===== src/rtl/alu_pkg.sv =====
// Shared opcode map, FSM state encoding and flag bundle for the handshaked ALU.
// The opcode values match the original 8-bit combinational ALU.
package alu_pkg;

    localparam logic [3:0] OP_ADD  = 4'h0;
    localparam logic [3:0] OP_SUB  = 4'h1;
    localparam logic [3:0] OP_MUL  = 4'h2;
    localparam logic [3:0] OP_DIV  = 4'h3;
    localparam logic [3:0] OP_SHL  = 4'h4;
    localparam logic [3:0] OP_SHR  = 4'h5;
    localparam logic [3:0] OP_ROL  = 4'h6;
    localparam logic [3:0] OP_ROR  = 4'h7;
    localparam logic [3:0] OP_AND  = 4'h8;
    localparam logic [3:0] OP_OR   = 4'h9;
    localparam logic [3:0] OP_XOR  = 4'hA;
    localparam logic [3:0] OP_NOR  = 4'hB;
    localparam logic [3:0] OP_NAND = 4'hC;
    localparam logic [3:0] OP_XNOR = 4'hD;
    localparam logic [3:0] OP_GT   = 4'hE;
    localparam logic [3:0] OP_EQ   = 4'hF;

    typedef enum logic [1:0] {
        ST_IDLE = 2'd0,
        ST_DIV  = 2'd1,
        ST_DONE = 2'd2
    } alu_state_e;

    typedef struct packed {
        logic z;
        logic n;
        logic c;
        logic v;
    } alu_flags_t;

endpackage


===== src/rtl/alu_div_iter.sv =====
// Restoring shift-subtract divider: one quotient bit per cycle, MSB first.
// The quotient is built in place by shifting it into the dividend register.
module alu_div_iter #(
    parameter int WIDTH = 8
) (
    input  logic             clk,
    input  logic             rst_n,
    input  logic             start,
    input  logic [WIDTH-1:0] dividend,
    input  logic [WIDTH-1:0] divisor,
    output logic             busy,
    output logic             last,
    output logic             done,
    output logic [WIDTH-1:0] quotient
);

    localparam int CNT_W = $clog2(WIDTH) + 1;

    logic [WIDTH-1:0] quo_q, quo_d;
    logic [WIDTH-1:0] rem_q, rem_d;
    logic [WIDTH-1:0] dvs_q, dvs_d;
    logic [CNT_W-1:0] cnt_q, cnt_d;
    logic             done_q, done_d;

    logic [WIDTH:0]   shifted;
    logic [WIDTH:0]   trial;

    assign busy     = (cnt_q != '0);
    assign last     = (cnt_q == CNT_W'(1));
    assign done     = done_q;
    assign quotient = quo_q;

    // A negative trial (top bit set) means the divisor did not fit: keep the shifted remainder.
    assign shifted = {rem_q, quo_q[WIDTH-1]};
    assign trial   = shifted - {1'b0, dvs_q};

    always_comb begin
        quo_d  = quo_q;
        rem_d  = rem_q;
        dvs_d  = dvs_q;
        cnt_d  = cnt_q;
        done_d = done_q;
        if (start) begin
            quo_d  = dividend;
            dvs_d  = divisor;
            rem_d  = '0;
            cnt_d  = CNT_W'(WIDTH);
            done_d = 1'b0;
        end else if (busy) begin
            if (trial[WIDTH]) begin
                rem_d = shifted[WIDTH-1:0];
                quo_d = {quo_q[WIDTH-2:0], 1'b0};
            end else begin
                rem_d = trial[WIDTH-1:0];
                quo_d = {quo_q[WIDTH-2:0], 1'b1};
            end
            cnt_d = cnt_q - CNT_W'(1);
            if (last) begin
                done_d = 1'b1;
            end
        end
    end

    always_ff @(posedge clk or negedge rst_n) begin
        if (!rst_n) begin
            quo_q  <= '0;
            rem_q  <= '0;
            dvs_q  <= '0;
            cnt_q  <= '0;
            done_q <= 1'b0;
        end else begin
            quo_q  <= quo_d;
            rem_q  <= rem_d;
            dvs_q  <= dvs_d;
            cnt_q  <= cnt_d;
            done_q <= done_d;
        end
    end

endmodule


===== src/rtl/alu_pipe_hs.sv =====
// Registered 16-op ALU with valid/ready on both sides, status flags and an iterative divider.
// Handshake: a beat moves on a rising edge where valid && ready; the producer holds its beat until then.
module alu_pipe_hs
    import alu_pkg::*;
#(
    parameter int WIDTH = 8
) (
    input  logic             clk,
    input  logic             rst_n,
    input  logic             in_valid,
    output logic             in_ready,
    input  logic [WIDTH-1:0] A,
    input  logic [WIDTH-1:0] B,
    input  logic [3:0]       ALU_Sel,
    output logic             out_valid,
    input  logic             out_ready,
    output logic [WIDTH-1:0] ALU_Result,
    output logic             flag_z,
    output logic             flag_n,
    output logic             flag_c,
    output logic             flag_v,
    output alu_state_e       fsm_state
);

    alu_state_e       state_q, state_d;
    logic [WIDTH-1:0] result_q, result_d;
    alu_flags_t       flags_q, flags_d;
    logic             out_valid_q, out_valid_d;

    logic             out_free;
    logic             accept;
    logic             is_div;
    logic             div_start;
    logic             div_busy;
    logic             div_last;
    logic             div_done;
    logic [WIDTH-1:0] div_quot;

    logic [WIDTH:0]     sum;
    logic [WIDTH:0]     diff;
    logic [2*WIDTH-1:0] prod;
    logic [WIDTH-1:0]   op_res;
    logic               op_c;
    logic               op_v;

    assign out_free  = !out_valid_q || out_ready;
    assign in_ready  = (state_q == ST_IDLE) && !div_busy && out_free;
    assign accept    = in_valid && in_ready;
    assign is_div    = (ALU_Sel == OP_DIV) && (B != '0);
    assign div_start = accept && is_div;

    alu_div_iter #(
        .WIDTH (WIDTH)
    ) u_div (
        .clk      (clk),
        .rst_n    (rst_n),
        .start    (div_start),
        .dividend (A),
        .divisor  (B),
        .busy     (div_busy),
        .last     (div_last),
        .done     (div_done),
        .quotient (div_quot)
    );

    // Single-cycle datapath; the OP_DIV arm only ever reaches the output for B == 0.
    always_comb begin
        sum    = {1'b0, A} + {1'b0, B};
        diff   = {1'b0, A} - {1'b0, B};
        prod   = {{WIDTH{1'b0}}, A} * {{WIDTH{1'b0}}, B};
        op_res = '0;
        op_c   = 1'b0;
        op_v   = 1'b0;
        case (ALU_Sel)
            OP_ADD: begin
                op_res = sum[WIDTH-1:0];
                op_c   = sum[WIDTH];
                op_v   = (A[WIDTH-1] == B[WIDTH-1]) && (sum[WIDTH-1] != A[WIDTH-1]);
            end
            OP_SUB: begin
                op_res = diff[WIDTH-1:0];
                op_c   = diff[WIDTH];
                op_v   = (A[WIDTH-1] != B[WIDTH-1]) && (diff[WIDTH-1] != A[WIDTH-1]);
            end
            OP_MUL: begin
                op_res = prod[WIDTH-1:0];
                op_c   = |prod[2*WIDTH-1:WIDTH];
            end
            OP_DIV: begin
                op_res = '1;
                op_v   = 1'b1;
            end
            OP_SHL: begin
                op_res = {A[WIDTH-2:0], 1'b0};
                op_c   = A[WIDTH-1];
            end
            OP_SHR: begin
                op_res = {1'b0, A[WIDTH-1:1]};
                op_c   = A[0];
            end
            OP_ROL: begin
                op_res = {A[WIDTH-2:0], A[WIDTH-1]};
                op_c   = A[WIDTH-1];
            end
            OP_ROR: begin
                op_res = {A[0], A[WIDTH-1:1]};
                op_c   = A[0];
            end
            OP_AND:  op_res = A & B;
            OP_OR:   op_res = A | B;
            OP_XOR:  op_res = A ^ B;
            OP_NOR:  op_res = ~(A | B);
            OP_NAND: op_res = ~(A & B);
            OP_XNOR: op_res = ~(A ^ B);
            OP_GT:   op_res = {{(WIDTH-1){1'b0}}, (A > B)};
            OP_EQ:   op_res = {{(WIDTH-1){1'b0}}, (A == B)};
            default: op_res = '0;
        endcase
    end

    always_comb begin
        state_d     = state_q;
        result_d    = result_q;
        flags_d     = flags_q;
        out_valid_d = out_valid_q;
        if (out_ready) begin
            out_valid_d = 1'b0;
        end
        case (state_q)
            ST_IDLE: begin
                if (accept) begin
                    if (is_div) begin
                        state_d = ST_DIV;
                    end else begin
                        result_d    = op_res;
                        flags_d.z   = (op_res == '0);
                        flags_d.n   = op_res[WIDTH-1];
                        flags_d.c   = op_c;
                        flags_d.v   = op_v;
                        out_valid_d = 1'b1;
                    end
                end
            end
            ST_DIV: begin
                if (div_last) begin
                    state_d = ST_DONE;
                end
            end
            ST_DONE: begin
                // Stall here until the output register can take the quotient.
                if (div_done && out_free) begin
                    result_d    = div_quot;
                    flags_d.z   = (div_quot == '0);
                    flags_d.n   = div_quot[WIDTH-1];
                    flags_d.c   = 1'b0;
                    flags_d.v   = 1'b0;
                    out_valid_d = 1'b1;
                    state_d     = ST_IDLE;
                end
            end
            default: state_d = ST_IDLE;
        endcase
    end

    always_ff @(posedge clk or negedge rst_n) begin
        if (!rst_n) begin
            state_q     <= ST_IDLE;
            result_q    <= '0;
            flags_q     <= '0;
            out_valid_q <= 1'b0;
        end else begin
            state_q     <= state_d;
            result_q    <= result_d;
            flags_q     <= flags_d;
            out_valid_q <= out_valid_d;
        end
    end

    assign out_valid  = out_valid_q;
    assign ALU_Result = result_q;
    assign flag_z     = flags_q.z;
    assign flag_n     = flags_q.n;
    assign flag_c     = flags_q.c;
    assign flag_v     = flags_q.v;
    assign fsm_state  = state_q;

endmodule


===== config.mk =====
export PLATFORM = sky130hd
export DESIGN_NAME = alu_pipe_hs
export DESIGN_NICKNAME = d
export VERILOG_FILES = /design/src/rtl/alu_pkg.sv /design/src/rtl/alu_div_iter.sv /design/src/rtl/alu_pipe_hs.sv
export SDC_FILE = /design/constraint.sdc
export NUM_CORES = 1
export LEC_CHECK = 0
export ABC_AREA = 1
export BUFFER_PORTS_ARGS = -buffer_cell sky130_fd_sc_hd__buf_4
export CORE_ASPECT_RATIO = 0.75
export CORE_MARGIN = 10
export CORE_UTILIZATION = 40
export DETAILED_ROUTE_END_ITERATION = 10
export PLACE_DENSITY = 0.55
export SLEW_MARGIN = 0
export SYNTH_ARGS = -nofsm -noshare
export SYNTH_HDL_FRONTEND = slang
export SYNTH_SLANG_ARGS = --single-unit

===== constraint.sdc =====
create_clock -name clk -period 2.9 [get_ports clk]
set_input_delay 0.435 -clock clk [delete_from_list [all_inputs] [get_ports clk]]
set_output_delay 0.435 -clock clk [all_outputs]
set_load 0.1 [all_outputs]

==> results_dict.tcl, run 1 <==
set metrics [dict create \
    setup_violations 6 \
    wl_per_cell_um 15.61 \
    drc_errors 0 \
    cts_buffers 5 \
    hpwlAfterDp_um 16550 \
    fin_total_pwr_mw 6.222 \
    finish.utilization 0.5339 \
    synth_edf_count 0 \
    yosysUniqueCellTypes 40 \
    track_usage 0.1911 \
    cp_slowest_stage_delay_ns 0.49 \
    path_clk_slew_ns 0.06 \
    cp-start-kind "input port" \
    critPathArrivalTime_ns 4.14 \
    worstPathMaxFanout 4 \
    yosysTopAreaCellShare 0.1707 \
    cap_violations 0 \
    cellInternalPower_mw 2.948 \
    core_um2 15320 \
    outcome "finished with violations" \
    post-place-ws_ns -1.456 \
    first_pass_iters 5 \
    worst_hold_slack_ns 0.1312 \
    cp_cell_sequence "buf_4, ha_2, fa_1, inv_1, fa_1, fa_1, fa_1, inv_1, ha_4, a21oi_4, nor2_2, nor2_1, nand2_1, nand2_1, nand2_1, xor2_1, nor2_1, nand3_2, nand2_2, nand2_1, nand2_1, nand2_1" \
    tightestPinTransition_ns 0.6252 \
    yosysSeqAreaShare 0.1707 \
    async_flop_share 1.000 \
    p_seq_frac 0.172 \
    powerDensity_nw_per_um2 760.6 \
    synth-seq-cells 43 \
    antenna_found_initial 0 \
    drt_iter0_drc 486 \
    synth_top_area_cell "dfrtp_1" \
    diodes 0 \
    critPathSlowestCell "fa_1" \
    p_clk_frac 0.096 \
    p_sw_mw 3.273 \
    final-seq-area_um2 1077 \
    dp.cells 1263 \
    violations "negative setup slack" \
    synth.avg_cell_area_um2 6.607 \
    ant_nets 0 \
    cts_max_path_buffers 2 \
    finalClockSkew_ns 0.006188 \
    grt_pass1_wl_um 32530 \
    nNetsFinal 1203 \
    htreeDepth 2 \
    period_minus_slack_ns 3.963 \
    die_w_um 165.0 \
    leakage_nw 4.420 \
    avgViaCountPerCell 5.050 \
    drt_wl_total_um 19910 \
    synth_top_flop_cell "dfrtp_1" \
    finalWorstSetupSlack_ns -1.063 \
    worstSkewPairLatency_ns 0.29 \
    start_util 0.4114 \
    clkSinkCount 43 \
    numPortBuffers 39 \
    grt_pass1_vias 6206 \
    peakVddDrop_uv 455.6 \
    grt_max_degree 44 \
    cts_tree "built" \
    synthesis.area_um2 6304 \
    required_ns 3.08 \
    grt_overflow 0 \
    rsz0062_at_grt "yes" \
    hp-class "input port to asynchronous set/reset pin" \
    multi_input_area_um2 4795 \
    endpoint_kind "flop" \
    post-route-period-util 1.366 \
    comb_power_share 0.732 \
    drv_slew 0 \
    yosys_warnings 0 \
    n_fill_cell 1585 \
    syn_inst 954 \
    stdcell_count 1276 \
    critPathKind "input port to flop" \
    switching_share 0.5261 \
    synthToLayoutAreaGrowth_pct 29.77 \
    yosys-top-cells-area "dfrtp_1 (17%), nand2_1 (16%), ha_1 (14%)" \
    cp_common_cell "nand2_1" \
    num_vias 6444 \
    die-area_um2 21230 \
    relSlewSlack 0.5827 \
    hold_buffers 0 \
    fmaxAchievable_mhz 252.4 \
    hold_viol_final 0 \
    die_h_um 128.7 \
    ios 40 \
    floorplan.rows 39 \
    drive_gt1_frac 0.2362 \
    cts-root-buf "clkbuf_16" \
    routabilityCongestion 0.9268 \
    synth.net_count 1087 \
]
routing by layer:
metal / vias to the layer above / wire [um] / GRT usage
met5: - / 0 / 0
li1: 3226 / - / -
met4: 0 / 155 / 0.02599
met2: 199 / 7709 / 0.2660
met3: 12 / 1603 / 0.03824
met1: 3007 / 10450 / 0.2988
cell families after synthesis:
group           after synthesis  share of synthesized area
fa+ha+maj                   109                     0.2628
flops                        43                     0.1707
compound gates              112                     0.1064
simple gates                454                     0.3005
buf+inv                     221                     0.1376
xor+xnor                     15                    0.02203
cell type report:
cell class,instances,area share
Inverter,190,0.08779
Multi-Input combinational cell,690,0.5861
Clock buffer,8,0.01912
Tap cell,205,0.03136
Sequential cell,43,0.1317
Timing Repair Buffer,140,0.1439
synthesized netlist by cell type (2+ instances only):
library cell,instances
o21ai_2,3
clkbuf_1,12
nand3b_1,3
dfrtp_1,43
buf_2,16
buf_4,2
nor2_2,2
o221ai_1,9
o21a_1,2
nor3_1,8
o211ai_1,9
o21ai_1,4
inv_2,4
o21bai_1,2
nor2_1,77
nand2_2,3
ha_1,70
fa_1,39
nand2_1,276
nand4_1,19
o22ai_1,4
or2_2,2
a21oi_1,37
a21o_1,3
nand3_1,60
inv_1,185
o21ai_0,35
xor2_1,13
flip-flops by register name (all words and copies together) (netlist names):
signal,count
u_div.done,1
ALU_Result,8
fsm_state,2
u_div.dvs_q,8
flag_v,1
out_valid,1
u_div.quotient,8
u_div.rem_q,8
flag_c,1
u_div.cnt_q,4
flag_z,1
layout by cell type (no fill, tap or decap), types with 8 or more instances in the layout:
cell type / count
buf_4: 122
o221ai_1: 9
xor2_1: 13
ha_1: 53
a21oi_1: 28
nor2_1: 71
fa_1: 36
nand3_1: 52
nand2_2: 18
buf_6: 9
o21ai_0: 34
nand4_1: 19
ha_4: 14
nor2_2: 8
inv_2: 21
inv_1: 167
dfrtp_1: 42
o211ai_1: 9
nand2_1: 254
worst paths after layout:
path | startpoint | end | slack, ns | cells after the start
max in group asynchronous | rst_n | fsm_state[0] | 2.37 | 1
worst max-delay path | A[4] | flag_c | -1.06 | 22
worst max register to register | u_div.quotient[7] | u_div.rem_q[0] | 0.48 | 11
worst min register to register | ALU_Result[5] | ALU_Result[5] | 0.49 | 2
worst min-delay path | rst_n | fsm_state[1] | 0.13 | 1
min in group clk | in_valid | out_valid | 0.46 | 3
per-stage QoR:
| step | instance area [um^2] | setup TNS, ns |
|---|---|---|
| after global placement | 7610 | -8.039 |
| after global routing | 8180 | -5.795 |
| final | 8180 | -4.744 |
| after floorplan | 6595 | -3.822 |
| after detailed placement | 7610 | -8.083 |
| after CTS | 8109 | -4.659 |
worst max-delay path, delay by kind of cell:
kind	cells	cell delay [ns]
AND/OR/NAND/NOR	11	0.85
XOR/XNOR	1	0.13
buffers and inverters	3	0.25
adder cells (fa/ha/maj)	6	2.31
AO/OA/AOI/OAI	1	0.14
timing repair:
action	CTS	global route
pin swaps	46	17
gates resized for setup	72	23
endpoints found under the setup margin	7	7
buffers inserted	6	2
power by group through the flow:
stage	Sequential, mW	Clock [mW]	Combinational [mW]
2_1_floorplan	1.64	0	2.65
3_3_place_gp	1.07	0	4.30
3_5_place_dp	1.07	0	4.31
4_1_cts	1.07	0.611	4.51
5_1_grt	1.10	0.637	5.10
6_report	1.07	0.599	4.55
No activity file was read; power rests on OpenSTA's default activity.
==> inputs of run 2 (changes only) <==
- GPL_ROUTABILITY_DRIVEN: unset -> 1
- TNS_END_PERCENT: unset -> 10
- clock period: 2.9 -> 4.5 ns (I/O delays scaled with it)
==> run 2 against run 1 <==
The flow now finishes without violations. Clock power down 29%. Critical path depth increased by 1. Utilization down 4.4 points. Via count shrank 4.0%. Setup slack better by 1.2 ns. Combinational power decreased by 38%. Sequential share of layout area is 1.2 points higher. Critical endpoint unchanged.
==> results_dict.tcl, run 2 (synthesis results as in run 1) <==
set metrics [dict create \
    grt_pass1_wl_um 30760 \
    ios 40 \
    required_ns 4.69 \
    cp_common_cell "nand2_1" \
    hold_buffers 0 \
    powerDensity_nw_per_um2 527.2 \
    post-route-period-util 0.9598 \
    hpwlAfterDp_um 15600 \
    drt_iter0_drc 562 \
    synthToLayoutAreaGrowth_pct 19.02 \
    path_clk_slew_ns 0.07 \
    ff2ff_setup_slack_ns 1.60 \
    critPathKind "input port to flop" \
    grt_pass1_vias 5786 \
    grt_max_degree 44 \
    clkSinkCount 43 \
    worstPathMaxFanout 4 \
    die_w_um 165.0 \
    cp_slowest_stage_delay_ns 0.57 \
    drc_errors 0 \
    fmaxAchievable_mhz 231.5 \
    finalWorstSetupSlack_ns 0.1808 \
    avgViaCountPerCell 5.030 \
    leakage_nw 4.131 \
    tns_ns 0 \
    reg2reg_from "u_div.cnt_q[0]" \
    die_h_um 128.7 \
    diodes 0 \
    nNetsFinal 1157 \
    final_cell_area_um2 7502 \
    final_cell_mix "nand2_1 (271), inv_1 (183), buf_4 (91)" \
    endpoint_kind "flop" \
    cap_violations 0 \
    cp_cell_sequence "buf_4, buf_4, ha_1, fa_1, inv_1, fa_1, inv_1, fa_1, ha_4, ha_4, nand2_1, nor2_2, nor2_2, nand2_1, nand2_1, nand2_1, xor2_1, nor2_2, nand3_2, nand2_2, nand2_1, nand2_1, nand2_1" \
    cts-root-buf "clkbuf_16" \
    r2r.worst_path.cells 12 \
    drv_slew 0 \
    place_area_um2 7104 \
    track_usage 0.1792 \
    cts_tree "built" \
    n_fill_cell 1576 \
    cts_max_path_buffers 2 \
    dp.cells 1219 \
    cp-start-kind "input port" \
    outcome "completed" \
    worstSkewPairLatency_ns 0.30 \
    r2r-end "u_div.quotient[7]" \
    final-seq-area_um2 1076 \
    wl_per_cell_um 15.39 \
    hp-class "input port to asynchronous set/reset pin" \
    drt_wl_total_um 18930 \
    first_pass_iters 7 \
    cts_buffers 5 \
    core_um2 15320 \
    hold_viol_final 0 \
    routabilityCongestion 0.9296 \
    relSlewSlack 0.4628 \
    period_minus_slack_ns 4.319 \
    multi_input_area_um2 4559 \
    numPortBuffers 39 \
    post-place-ws_ns -0.3727 \
    ant_nets 0 \
    start_util 0.4114 \
    stdcell_count 1230 \
    finalClockSkew_ns 0.007826 \
    final_common_cell "nand2_1" \
    drive_gt1_frac 0.1571 \
    critPathArrivalTime_ns 4.51 \
    grt_overflow 0 \
    critPathSlowestCell "fa_1" \
    tightestPinTransition_ns 0.8029 \
    finish.utilization 0.4896 \
    die-area_um2 21230 \
    htreeDepth 2 \
    floorplan.rows 39 \
    setup_violations 0 \
    antenna_found_initial 0 \
    peakVddDrop_uv 306.8 \
    num_vias 6187 \
]
run 2: cell count changes in the layout (fill, tap and decap cells not counted), sizes merged:
cell | previous run | this run
clkbuf | 8 | 5
bufinv | 0 | 1
clkinv | 0 | 2
buf | 140 | 94
run 2: routing by layer:
layer,routed length [um],GRT usage,up-vias
met1,9928,0.2813,2846
met2,7284,0.2466,209
met4,133,0.02339,0
met3,1584,0.03856,11
li1,-,-,3121
met5,0,0,-
run 2: repair_timing:
item,in CTS,in global routing
resized for setup,2,40
pin swaps,0,23
endpoints found under the setup margin,1,2
setup buffers,0,3
run 2: final cells by class:
| cell class | count | area share |
|---|---|---|
| inverter | 190 | 0.09540 |
| clock buffer | 5 | 0.01668 |
| tap | 205 | 0.03419 |
| clock inverter | 3 | 0.005837 |
| sequential | 43 | 0.1434 |
| timing repair buffer | 94 | 0.09673 |
| multi-input combinational | 690 | 0.6077 |
run 2: how the worst max path moves through the flow:
stage / startpoint / slack [ns] / depth (start not counted) / to
2_1_floorplan: A[5] / 0.005 / 23 / flag_c
3_3_place_gp: A[4] / -0.32 / 22 / flag_c
3_5_place_dp: A[4] / -0.37 / 22 / flag_c
4_1_cts: A[4] / 0.02 / 22 / flag_c
5_1_grt: B[4] / -0.003 / 26 / flag_c
6_report: A[5] / 0.18 / 23 / flag_c
run 2: critical path, delay by kind of cell:
family	cells	cell delay [ns]
xor+xnor	1	0.15
fa+ha+maj	6	2.30
buf+inv	4	0.38
simple gates	12	1.01
run 2: metrics by stage:
stage	total power, mW	hold slack [ns]
3_3_place_gp	3.300	0.4665
6_report	3.955	0.3635
2_1_floorplan	2.632	0.3794
4_1_cts	3.755	0.3884
5_1_grt	4.359	0.4088
3_5_place_dp	3.302	0.4674
run 2: power breakdown:
part           leakage (nW)  switching (mW)  internal [mW]
clock                0.0838           0.164          0.262
combinational          3.51            1.81           1.03
sequential            0.538           0.121          0.565
